<file path="config.mk">
export PLATFORM = sky130hd
export DESIGN_NAME = msx_slot_mapper
export DESIGN_NICKNAME = d
export VERILOG_FILES = /design/src/rtl/msx_pkg.sv /design/src/rtl/msx_subslot_reg.sv /design/src/rtl/msx_slot_mapper.sv
export SDC_FILE = /design/constraint.sdc
export NUM_CORES = 1
export LEC_CHECK = 0
export CAP_MARGIN = 15
export CORE_MARGIN = 5
export CORE_UTILIZATION = 38
export CTS_BUF_LIST = sky130_fd_sc_hd__clkbuf_4 sky130_fd_sc_hd__clkbuf_8
export CTS_CLUSTER_SIZE = 10
export DETAILED_ROUTE_END_ITERATION = 16
export GPL_ROUTABILITY_DRIVEN = 0
export PLACE_DENSITY = 0.82
export SYNTH_ARGS = -nofsm -noshare
export SYNTH_HDL_FRONTEND = slang
export SYNTH_SLANG_ARGS = --single-unit
export TNS_END_PERCENT = 20
</file>
<file path="constraint.sdc">
create_clock -name clk -period 1.95 [get_ports clk]
set_input_delay 0.2925 -clock clk [delete_from_list [all_inputs] [get_ports clk]]
set_output_delay 0.2925 -clock clk [all_outputs]
set_load 0.01 [all_outputs]
</file>
<file path="src/rtl/msx_pkg.sv">
// Shared types and constants for the MSX slot decoder and RAM mapper.
//   page_t    : 16 KB page index, addr[15:14]
//   slot_t    : primary slot index
//   subslot_t : secondary (sub-)slot index
package msx_pkg;

  typedef logic [1:0] page_t;
  typedef logic [1:0] slot_t;
  typedef logic [1:0] subslot_t;

  // First of the four mapper segment ports FCh..FFh.
  localparam logic [7:0]  MapperPortBase = 8'hFC;
  // Memory address of the sub-slot register in an expanded slot.
  localparam logic [15:0] SubslotRegAddr = 16'hFFFF;

endpackage

</file>
<file path="src/rtl/msx_subslot_reg.sv">
// Sub-slot register of one expanded primary slot.
//   clk, reset : clock, asynchronous active-high reset (register clears to 00h)
//   we, wdata  : single-cycle write strobe and data
//   page       : page of the current access
//   rdata      : inverted register contents, as the CPU reads them back
//   sub        : sub-slot selected for the given page
module msx_subslot_reg
  import msx_pkg::*;
(
  input  logic       clk,
  input  logic       reset,
  input  logic       we,
  input  logic [7:0] wdata,
  input  page_t      page,
  output logic [7:0] rdata,
  output subslot_t   sub
);

  logic [7:0] value_q;

  always_ff @(posedge clk or posedge reset) begin
    if (reset) begin
      value_q <= 8'h00;
    end else if (we) begin
      value_q <= wdata;
    end
  end

  assign rdata = ~value_q;

  // Two bits per page, page 0 in the low bits.
  always_comb begin
    sub = value_q[1:0];
    unique case (page)
      2'd0: sub = value_q[1:0];
      2'd1: sub = value_q[3:2];
      2'd2: sub = value_q[5:4];
      2'd3: sub = value_q[7:6];
      default: sub = value_q[1:0];
    endcase
  end

endmodule

</file>
<file path="src/rtl/msx_slot_mapper.sv">
// Primary/secondary slot decoder with an integrated MSX2-style RAM memory mapper.
// Optional feature macro: MAPPER_READBACK_EN (mapper ports FCh..FFh become readable).
//   clk, reset        : clock, asynchronous active-high reset
//   addr, d_from_cpu  : CPU address and write data
//   mreq_n .. rfrsh_n : Z80 bus strobes
//   ppi_a             : primary slot register, 2 bits per page
//   sltsl_n, subsl_n  : active-low primary and sub-slot selects (subsl index = slot*4+sub)
//   ram_addr, ram_we, ram_cs : mapped RAM interface
//   d_out, d_oe       : readback data for the CPU data multiplexer
module msx_slot_mapper
  import msx_pkg::*;
#(
  parameter logic [3:0]  EXPANDED    = 4'b1000,
  parameter int unsigned SEG_BITS    = 3,
  parameter int unsigned RAM_SLOT    = 3,
  parameter int unsigned RAM_SUBSLOT = 0
) (
  input  logic                  clk,
  input  logic                  reset,
  input  logic [15:0]           addr,
  input  logic [7:0]            d_from_cpu,
  input  logic                  mreq_n,
  input  logic                  iorq_n,
  input  logic                  rd_n,
  input  logic                  wr_n,
  input  logic                  m1_n,
  input  logic                  rfrsh_n,
  input  logic [7:0]            ppi_a,
  output logic [3:0]            sltsl_n,
  output logic [15:0]           subsl_n,
  output logic [SEG_BITS+13:0]  ram_addr,
  output logic                  ram_we,
  output logic                  ram_cs,
  output logic [7:0]            d_out,
  output logic                  d_oe
);

  localparam slot_t    RamSlot     = slot_t'(RAM_SLOT);
  localparam subslot_t RamSub      = subslot_t'(RAM_SUBSLOT);
  localparam bit       RamExpanded = EXPANDED[RamSlot];

  page_t    page;
  slot_t    slot;
  subslot_t cur_sub;
  logic     mem_cycle;
  logic     io_cycle;
  logic     reg_addr;
  logic     slot_exp;
  logic     reg_hit;
  logic     reg_wr;
  logic     io_sel;
  logic     io_wr;
  logic     wr_q;
  logic     wr_fall;
  logic     ram_sub_ok;

  subslot_t sub_sel [4];
  logic [7:0] sub_rd [4];
  logic [SEG_BITS-1:0] seg_q [4];

  assign page = addr[15:14];

  always_comb begin
    slot = ppi_a[1:0];
    unique case (page)
      2'd0: slot = ppi_a[1:0];
      2'd1: slot = ppi_a[3:2];
      2'd2: slot = ppi_a[5:4];
      2'd3: slot = ppi_a[7:6];
      default: slot = ppi_a[1:0];
    endcase
  end

  assign mem_cycle = ~mreq_n & rfrsh_n;
  assign io_cycle  = ~iorq_n & m1_n;
  assign reg_addr  = (addr == SubslotRegAddr);
  assign slot_exp  = EXPANDED[slot];
  // FFFFh is in page 3, so slot is already the page-3 slot here.
  assign reg_hit   = mem_cycle & reg_addr & slot_exp;
  assign io_sel    = (addr[7:2] == MapperPortBase[7:2]);

  // Falling-edge detect on wr_n: one register update per bus write regardless of
  // wait states. Resetting wr_q low drops a write that straddles reset release.
  always_ff @(posedge clk or posedge reset) begin
    if (reset) begin
      wr_q <= 1'b0;
    end else begin
      wr_q <= wr_n;
    end
  end

  assign wr_fall = wr_q & ~wr_n;
  assign reg_wr  = reg_hit & wr_fall;
  assign io_wr   = io_cycle & io_sel & wr_fall;

  for (genvar i = 0; i < 4; i++) begin : g_slot
    if (EXPANDED[i]) begin : g_exp
      msx_subslot_reg u_subslot_reg (
        .clk   (clk),
        .reset (reset),
        .we    (reg_wr & (slot == slot_t'(i))),
        .wdata (d_from_cpu),
        .page  (page),
        .rdata (sub_rd[i]),
        .sub   (sub_sel[i])
      );
    end else begin : g_plain
      assign sub_rd[i]  = 8'hFF;
      assign sub_sel[i] = '0;
    end
  end

  assign cur_sub = sub_sel[slot];

  always_ff @(posedge clk or posedge reset) begin
    if (reset) begin
      for (int k = 0; k < 4; k++) begin
        seg_q[k] <= SEG_BITS'(3 - k);
      end
    end else if (io_wr) begin
      seg_q[addr[1:0]] <= d_from_cpu[SEG_BITS-1:0];
    end
  end

  always_comb begin
    sltsl_n = 4'hF;
    subsl_n = 16'hFFFF;
    if (mem_cycle) begin
      sltsl_n[slot] = 1'b0;
      if (slot_exp && !reg_addr) begin
        subsl_n[{slot, cur_sub}] = 1'b0;
      end
    end
  end

  assign ram_sub_ok = !RamExpanded || (cur_sub == RamSub);
  assign ram_cs     = mem_cycle & ~reg_hit & (slot == RamSlot) & ram_sub_ok;
  assign ram_we     = ram_cs & ~wr_n;
  assign ram_addr   = {seg_q[page], addr[13:0]};

  always_comb begin
    d_out = 8'hFF;
    d_oe  = 1'b0;
    if (reg_hit && !rd_n) begin
      d_out = sub_rd[slot];
      d_oe  = 1'b1;
    end
`ifdef MAPPER_READBACK_EN
    else if (io_cycle && io_sel && !rd_n) begin
      // Unused upper bits read as ones.
      d_out                = 8'hFF;
      d_out[SEG_BITS-1:0]  = seg_q[addr[1:0]];
      d_oe                 = 1'b1;
    end
`endif
  end

endmodule

</file>
==> impl_results.md, run 1 <==
* PwrDens at 395.7 nW/um^2
* Crit path kind: register to output port
* Post-placement cell count at ~260
* Crit end category: output port
* Outcome: finished with violations
* Placement Setup Slack at -0.9690 ns
* Maximum VDD drop at 445.3 uV
* Final min period at between 2 and 2.5 ns
* Layout cells sized above 1 at 58.08%
* Leak at around 1.3 nW
* Inserted Clock Buffers at 3
* Comb pwr share at 27.1%
* Worst R2R Setup Slack at 0.28 ns
* Clock Latency Late Sink at 0.26 ns
* Synth unique cells at 32
* CTS Hold Bufs at 0
* Starting density of the core at 39.42%
* Post-Route Utilization at 68.72%
* Family with the most delay on the worst path: simple AND/OR/NAND/NOR gates
* # IOs at 88
* Switching share of power at approximately a quarter
* Final setup fails at 14
* WP buf/inv at 1
* Worst path cell trace: mux4_2, or4b_4, buf_6
* Min-Delay Path Class: input port to asynchronous set/reset pin
* Seq cells post-synth at 21
* CP max FO at 2
* Clk buf depth at 2
* Final Non-Filler Cells at 278
* Row Count at 22
* ANT nets after route at 0
* Max stage delay on crit path at 0.50 ns
* Sequential Power Share at 43.9%
* Core area at 3689 um^2
* CTS tree: yes
* Fmax at 480.5 MHz
* Slowest CP cell: or4b_4
* P_sw at 0.2636 mW
* Worst clock skew at 0.001138 ns
* Vias in the first global route at 1522
* Synthesis-to-layout area growth at 74.35%
* Chip height at 71.86 um
* Design area at between 2000 and 3000 um^2
* Critical path arrival at 1.79 ns
* Largest net degree at the start of global routing at 22
* Synthesized area at 1454 um^2
* Clk slew on worst S/H paths at 0.08 ns
* Crit start category: register
* Vias per cell at 4.971
* Synth warn at 0
* Max_cap viols at 0
* Slew Limit Fails at 0
* Initial antenna violation count at 1
* Global-route wire length before repair at 7265 um
* Avg Cell Area, Syn at 11.92 um^2
* Htree depth at 1
* GRT Residual Overflow at 0
* Hpwl dp at 3648 um
* Vias at between 1000 and 1500
* CTS Root Cell: clkbuf_8
* Die area at 5163 um^2
* WL final at 4678 um
* # DRC at 0
* Placed cell areas at 2355 um^2
* RSZ-0062 raised after global routing: true
* Clk pwr share at ~29%
* Drt pass-1 iters at 4
* Total track usage at 17.78%
* Internal power at 0.7394 mW
* Starting DRT DRC Count at 21
* Total power at 1.003 mW
* IO Port Bufs at 75
* Clk sink count at 21
* Seq/Total Area, Yosys at around 36%
* DR WL/cell at 16.83 um
* Final hold vios at 0
* Post-synthesis cell count at 122
* Violated checks: setup timing
* DIE WIDTH at slightly above 70 um
* Crit path required time at 1.66 ns
* Final nets at 270
* Setup WS post-layout at -0.1310 ns
* Fin crit share at 106.7%
through the flow:
step	TNS [ns]	hold WS, ns
2_1_floorplan	0	0.2661
3_3_place_gp	-24.27	0.4817
3_5_place_dp	-25.46	0.4901
4_1_cts	-1.553	0.3707
5_1_grt	-1.727	0.4237
6_report	-1.048	0.3528
cell usage after synthesis (all sizes together):
| master | instances | area [um^2] |
|---|---|---|
| nor3 | 1 | 5.000 |
| o22ai | 1 | 12.51 |
| dfrtp | 17 | 425.4 |
| nor3b | 2 | 20.02 |
| nor2b | 2 | 12.51 |
| nand4 | 5 | 37.53 |
| nor2 | 1 | 3.750 |
| and3b | 1 | 8.760 |
| mux4 | 6 | 146.4 |
| nand2 | 15 | 58.81 |
| nand3b | 1 | 7.510 |
| dfstp | 4 | 105.1 |
| nand4b | 1 | 8.760 |
| inv | 2 | 7.510 |
| o22a | 1 | 10.01 |
| conb | 1 | 3.750 |
| or3 | 1 | 6.260 |
| nand2b | 1 | 6.260 |
| nor4 | 3 | 46.29 |
| buf | 28 | 214.0 |
| nand4bb | 1 | 11.26 |
| or4 | 1 | 7.510 |
| or4b | 1 | 10.01 |
| or3b | 2 | 22.52 |
| mux2 | 21 | 236.5 |
| mux2i | 2 | 20.02 |
worst reg2reg max path, delay by kind of cell, from the launching register on:
family	cells	cell delay, ns
and+or+nand+nor	3	0.92
muxes	1	0.30
DFF	1	0.35
flip-flops by register name (all words and copies together), names as in the netlist:
name,count
wr_q,1
g_slot.g_exp.u_subslot_reg.value_q,8
seg_q,12
cells in the final DEF (no fill, tap or decap), types with 2 or more instances in the layout:
master,instances
conb_1,12
mux4_2,4
mux2_2,21
buf_2,16
or3b_4,2
clkbuf_8,3
mux2i_4,2
nand2_4,3
clkdlybuf4s15_1,4
dlygate4sd2_1,9
clkdlybuf4s50_1,27
dfrtp_1,17
dlymetal6s2s_1,2
nand2_2,3
buf_6,18
mux4_1,2
nor2b_1,2
nand2_1,9
nor3b_2,2
nand4_1,4
dfstp_2,4
buf_4,41
nor4_4,3
power by group through the flow:
stage,sequential [mW],combinational [mW],clock (mW)
floorplan,0.448,0.118,0
finish,0.440,0.272,0.291
detailed placement,0.449,0.254,0
global placement,0.448,0.247,0
global route,0.441,0.291,0.310
CTS,0.440,0.257,0.293
cell families (layout without fill, tap and decap cells):
logic type	count (synthesis)	after routing	synth area share [%]
AOI/OAI and AO/OA	2	2	1.549
buffers and inverters	30	126	15.23
DFF	21	21	36.49
muxes	29	29	27.71
other	1	13	0.2579
and+or+nand+nor	39	39	18.76
routing by layer:
metal / wire, um / up-vias / GRT usage, %
met2: 2594 / 67 / 34.49
li1: - / 624 / -
met3: 345 / 10 / 3.226
met4: 81 / 0 / 7.098
met1: 1656 / 681 / 18.55
met5: 0 / - / 0
timing repair:
item / CTS / global route
buffers inserted: 5 / 5
endpoints found under the setup margin: 40 / 29
cloned: 1 / 0
pin swaps: 18 / 6
gates resized for setup: 175 / 18
final timing paths:
kind / to / from / depth (start not counted)
worst min-delay path: g_slot[3].g_exp.u_subslot_reg.value_q[4]$_DFFE_PP0P_ / reset / 3
worst max register to register: seg_q[8]$_DFFE_PP0P_ / wr_q$_DFF_PP0_ / 4
max in group asynchronous: seg_q[7]$_DFFE_PP1P_ / reset / 3
worst min register to register: seg_q[5]$_DFFE_PP0P_ / seg_q[5]$_DFFE_PP0P_ / 1
min in group clk: seg_q[5]$_DFFE_PP0P_ / seg_q[5]$_DFFE_PP0P_ / 1
worst max-delay path: subsl_n[14] / g_slot[3].g_exp.u_subslot_reg.value_q[0]$_DFFE_PP0P_ / 3
final cells by class:
cell class / instances / area [um^2]
tap: 48 / 60.06
inverter: 2 / 10.01
timing repair buffer: 120 / 1041
clock buffer: 3 / 41.29
clock inverter: 1 / 5.005
multi-input combinational: 82 / 844.6
fill: 296 / 1154
sequential: 21 / 530.5
antenna: 1 / 2.502
Note: power is estimated with default switching activity, not from simulation.
==> run 2, diff against run 1 <==
--- a/config.mk
+++ b/config.mk
@@ -12,6 +12,7 @@
 export CTS_CLUSTER_SIZE = 10
 export DETAILED_ROUTE_END_ITERATION = 16
 export GPL_ROUTABILITY_DRIVEN = 0
+export GPL_TIMING_DRIVEN = 0
 export PLACE_DENSITY = 0.82
 export SYNTH_ARGS = -nofsm -noshare
 export SYNTH_HDL_FRONTEND = slang
==> impl_results.md, run 2 (same netlist as run 1, synthesis figures left out) <==
* ANT nets after route at 0
* Die area at 5163 um^2
* Crit end category: output port
* Worst clock skew at 0.004076 ns
* Vias in the first global route at 1385
* Max_cap viols at 0
* Leak at 1.337 nW
* Setup WS post-layout at -0.2243 ns
* Multi-input gate area at 854.6 um^2
* Maximum VDD drop at 506.2 uV
* Worst slew pin tran at approximately 0.8 ns
* CTS Hold Bufs at 0
* CTS tree: yes
* IO Port Bufs at 73
* CP max FO at 4
* Vias per cell at 4.781
* Starting density of the core at 39.42%
* Rel. slew slack at approximately 47%
* Regs by FF count: seg_q x12, g_slot.g_exp.u_subslot_reg.value_q x8, wr_q x1
* Layout cells sized above 1 at 60.85%
* Crit path kind: input port to output port
* # IOs at between 80 and 90
* Largest net degree at the start of global routing at 22
* Fillers at between 200 and 300
* Drt pass-1 iters at 4
* Clk sink count at 21
* CTS Root Cell: clkbuf_8
* Slowest CP cell: or4b_1
* DIE WIDTH at 71.86 um
* Outcome: finished with violations
* Storage element area at 530.5 um^2
* Final setup fails at 15
* RSZ-0062 raised after global routing: true
* WP buf/inv at 3
* Total power at 1.023 mW
* Hold Slack at 0.3792 ns
* Top reg by flops: seg_q
* Htree depth at 1
* Final hold vios at 0
* Global-route wire length before repair at around 6600 um
* PwrDens at 389.9 nW/um^2
* Family with the most delay on the worst path: buffers and inverters
* Fin crit share at 111.5%
* Hpwl dp at 3090 um
* Clk buf depth at 2
* Starting DRT DRC Count at 36
* Slew Limit Fails at 0
* Crit start category: input port
* Synthesis-to-layout area growth at 80.47%
* Row Count at 22
* Critical path arrival at ~1.9 ns
* Core area at around 3700 um^2
* WL final at 4411 um
* Fmax at 459.9 MHz
* Crit path required time at 1.66 ns
* Initial antenna violation count at 0
* Violated checks: setup timing
* GRT Residual Overflow at 0
* Max stage delay on crit path at 0.51 ns
* Vias at 1353
* # DRC at 0
* Placement Setup Slack at -1.008 ns
* Clk slew on worst S/H paths at about 0.08 ns
* Final min period at 2.174 ns
* N_diodes at 0
* Most frequent cells in the layout: buf_4 (45), clkdlybuf4s50_1 (29), mux2_2 (21)
* Min-Delay Path Class: input port to register
* Commonest non-fill, non-tap cell in the layout: buf_4
* Chip height at about 72 um
* Largest register FFs at 12
* DR WL/cell at 15.59 um
* Total track usage at around 16%
* Worst path cell trace: clkdlybuf4s50_1, mux4_2, buf_4, nand2_2, or4b_1, buf_2
* Final nets at 276
* Inserted Clock Buffers at 3
* Clock Latency Late Sink at approximately 0.26 ns
## run 2: layer usage
metal / share of wire [%] / wire (um) / up-vias / global-route usage (%)
li1: - / - / 636 / -
met1: 38 / 1682 / 658 / 18.79
met2: 53 / 2333 / 54 / 29.90
met3: 7.6 / 337 / 5 / 3.647
met4: 1.3 / 58 / 0 / 5.637
met5: 0 / 0 / - / 0
## run 2: power breakdown
part / switching (mW) / internal [mW]
clock network: 0.144 / 0.143
logic: 0.115 / 0.181
registers: 0.00139 / 0.439
total: 0.260 / 0.763
## run 2: worst reg2reg max path: cells and delay by family (launching register included)
family / cells / cell delay (ns)
DFF: 1 / 0.34
muxes: 1 / 0.37
and+or+nand+nor: 3 / 0.83
## run 2: area by class of cell
type | instances | area share (%)
buffer | 28 | 8.631
clock buffer | 3 | 1.574
clock inverter | 1 | 0.1907
inverter | 2 | 0.3815
multi-input combinational | 82 | 32.57
sequential | 21 | 20.22
tap | 48 | 2.289
timing repair buffer | 98 | 34.14
## run 2: through the flow
step / setup TNS, ns / std cells / utilization, % / cell area, um^2
floorplan: 0 / 133 / - / 1495
global placement: -20.93 / 254 / 61.97 / 2286
detailed placement: -21.56 / 254 / 61.97 / 2286
CTS: -2.604 / 278 / 67.67 / 2496
global route: -3.013 / 283 / 71.13 / 2624
finish: -2.049 / 283 / 71.13 / 2624
## run 2: worst paths after layout
kind	end	slack, ns	depth (start not counted)	startpoint
max in group asynchronous	seg_q[2]$_DFFE_PP0P_	0.98	2	reset
max	subsl_n[14]	-0.22	6	ppi_a[5]
min reg2reg	seg_q[4]$_DFFE_PP0P_	0.51	1	seg_q[4]$_DFFE_PP0P_
min in group asynchronous	g_slot[3].g_exp.u_subslot_reg.value_q[5]$_DFFE_PP0P_	0.47	2	reset
min	wr_q$_DFF_PP0_	0.38	1	wr_n
max reg2reg	seg_q[5]$_DFFE_PP0P_	0.30	4	wr_q$_DFF_PP0_
## run 2: timing repair
item / 4_1_cts / 5_1_grt
pin swaps: 12 / 9
gates resized for setup: 148 / 41
cloned: 1 / 0
endpoints found under the setup margin: 35 / 28
hold endpoints to repair: 0 / 0
buffers inserted: 19 / 5
==> run 3, diff against run 2 <==
--- a/config.mk
+++ b/config.mk
@@ -7,13 +7,13 @@
 export LEC_CHECK = 0
 export CAP_MARGIN = 15
 export CORE_MARGIN = 5
-export CORE_UTILIZATION = 38
+export CORE_UTILIZATION = 35
 export CTS_BUF_LIST = sky130_fd_sc_hd__clkbuf_4 sky130_fd_sc_hd__clkbuf_8
 export CTS_CLUSTER_SIZE = 10
 export DETAILED_ROUTE_END_ITERATION = 16
 export GPL_ROUTABILITY_DRIVEN = 0
 export GPL_TIMING_DRIVEN = 0
-export PLACE_DENSITY = 0.82
+export PLACE_DENSITY = 0.79
 export SYNTH_ARGS = -nofsm -noshare
 export SYNTH_HDL_FRONTEND = slang
 export SYNTH_SLANG_ARGS = --single-unit
==> constraint.sdc (replaced) <==
create_clock -name clk -period 1.8 [get_ports clk]
set_input_delay 0.27 -clock clk [delete_from_list [all_inputs] [get_ports clk]]
set_output_delay 0.27 -clock clk [all_outputs]
set_load 0.01 [all_outputs]
==> impl_results.md, run 3 (same netlist as run 1, synthesis figures left out) <==
* Outcome: finished with violations
* Violated checks: setup timing
* Final min period at about 2.0 ns
* WP buf/inv at 4
* Vias at 1389
* Final nets at 288
* Slew Limit Fails at 0
* Die area at 5543 um^2
* Hold Startpoint: wr_n
* CTS tree: yes
* Vias in the first global route at 1365
* Drt pass-1 iters at 4
* Post-placement cell count at about 260
* Worst path most repeated cell: buf_12
* Fmax at 488.9 MHz
* Worst path cell trace: buf_12, buf_12, mux4_2, buf_4, nand2_2, or4b_4, buf_6
* Initial antenna violation count at 0
* Min-Delay Path Class: input port to register
* Max stage delay on crit path at approximately 0.54 ns
* Synthesis-to-layout area growth at 87.78%
* IO Port Bufs at 73
* Clk slew on worst S/H paths at 0.07 ns
* Design area at around 2700 um^2
* Crit end category: output port
* Fin crit share at 113.6%
* CTS Hold Bufs at 0
* Htree depth at 1
* Chip height at roughly 74 um
* Clk buf depth at 2
* Critical path arrival at 1.78 ns
* RSZ-0062 raised after global routing: true
* Final Non-Filler Cells at 297
* Hold Path Depth at 1
* Starting density of the core at between 30% and 40%
* Commonest non-fill, non-tap cell in the layout: buf_4
* Regs by FF count: seg_q x12, g_slot.g_exp.u_subslot_reg.value_q x8, wr_q x1
* Clk sink count at 21
* Reg2reg start: wr_q$_DFF_PP0_
* ANT nets after route at 0
* Most frequent cells in the layout: buf_4 (60), clkdlybuf4s50_1 (26), mux2_2 (21), buf_6 (21), dfrtp_1 (17)
* Family with the most delay on the worst path: simple AND/OR/NAND/NOR gates
* Global-route wire length before repair at 6920 um
* Crit path required time at 1.53 ns
* Slowest CP cell: or4b_4
* Setup WS post-layout at -0.2453 ns
* Layout cells sized above 1 at 64.37%
* Placed cell areas at 2316 um^2
* # IOs at just under 90
* Total track usage at 16.53%
* Worst clock skew at 0.003216 ns
* Final hold vios at 0
* Inserted Clock Buffers at 3
* # DRC at 0
* PwrDens at between 400 and 500 nW/um^2
* CP max FO at 5
* Worst slew pin tran at 0.7729 ns
* Reg2Reg Capture Point: seg_q[11]$_DFFE_PP0P_
* Vias per cell at 4.677
* Clock Latency Late Sink at around 0.26 ns
* Row Count at 23
* Final setup fails at 15
* DIE WIDTH at 74.45 um
* Setup Total Neg Slack at -2.624 ns
* Top reg by flops: seg_q
* Rel. slew slack at 48.42%
* Max_cap viols at 0
* Crit path kind: input port to output port
* WL final at 4619 um
* Maximum VDD drop at about 320 uV
* N_diodes at 0
* Crit start category: input port
* Core area at 4000 um^2
* Hold Slack at 0.3462 ns
* Total power at 1.126 mW
* Largest register FFs at 12
* Largest net degree at the start of global routing at 22
* Leak at approximately 1.4 nW
* DR WL/cell at 15.55 um
* Hpwl dp at 3096 um
* Post-Route Utilization at 68.25%
* Starting DRT DRC Count at 16
* Fillers at around 300
* Worst R2R Setup Slack at 0.16 ns
* Worst-case reg-to-reg path depth at 4
* Placement Setup Slack at -1.012 ns
* Hold endpoint: wr_q$_DFF_PP0_
* GRT Residual Overflow at 0
* CTS Root Cell: clkbuf_8
run 3: changes by cell type in the layout (fill, tap and decap cells not counted), sizes merged:
cell	change
buf	+19
dlygate4sd2	+10
dlymetal6s2s	-8
clkbuf	-4
clkdlybuf4s50	-3
clkdlybuf4s15	-1
clkinv	-1
run 3: repair_timing:
item,in CTS,in global routing
endpoints found under the setup margin,42,32
setup buffers,30,7
pin swaps,14,12
cloned,1,0
resized for setup,176,23
run 3: cell type report:
cell class	count	area (um^2)	area share (%)
sequential	21	530.5	19.43
clock buffer	4	48.80	1.787
inverter	2	10.01	0.3666
tap	50	62.56	2.291
buffer	28	235.2	8.616
multi-input combinational	82	879.6	32.22
timing repair buffer	110	963.4	35.29
run 3: how the worst max path moves through the flow:
stage / slack [ns] / startpoint / cells past startpoint / to
2_1_floorplan: -0.06 / addr[15] / 5 / subsl_n[14]
3_3_place_gp: -1.04 / addr[2] / 5 / d_oe
3_5_place_dp: -1.01 / rfrsh_n / 6 / ram_we
4_1_cts: -0.31 / g_slot[3].g_exp.u_subslot_reg.value_q[3]$_DFFE_PP0P_ / 4 / ram_we
5_1_grt: -0.29 / g_slot[3].g_exp.u_subslot_reg.value_q[3]$_DFFE_PP0P_ / 5 / subsl_n[12]
6_report: -0.25 / addr[15] / 7 / subsl_n[14]
run 3: worst register-to-register path: cells and delay by family (launching register included):
kind	cells	cell delay, ns
AND/OR/NAND/NOR	3	0.79
multiplexers	1	0.38
flip-flops	1	0.35
run 3: power breakdown:
part           total (mW)  leakage, nW  switching (mW)  internal [mW]
clock network       0.322       0.0262           0.149          0.173
logic               0.327         1.07           0.127          0.199
registers           0.477        0.276         0.00155          0.476
run 3: metal layers:
| metal | vias up | routed length, um | track usage, % |
|---|---|---|---|
| met5 | - | 0 | 0 |
| met2 | 58 | 2389 | 28.78 |
| met1 | 664 | 1753 | 20.00 |
| li1 | 658 | - | - |
| met3 | 9 | 390 | 3.378 |
| met4 | 0 | 85 | 6.324 |
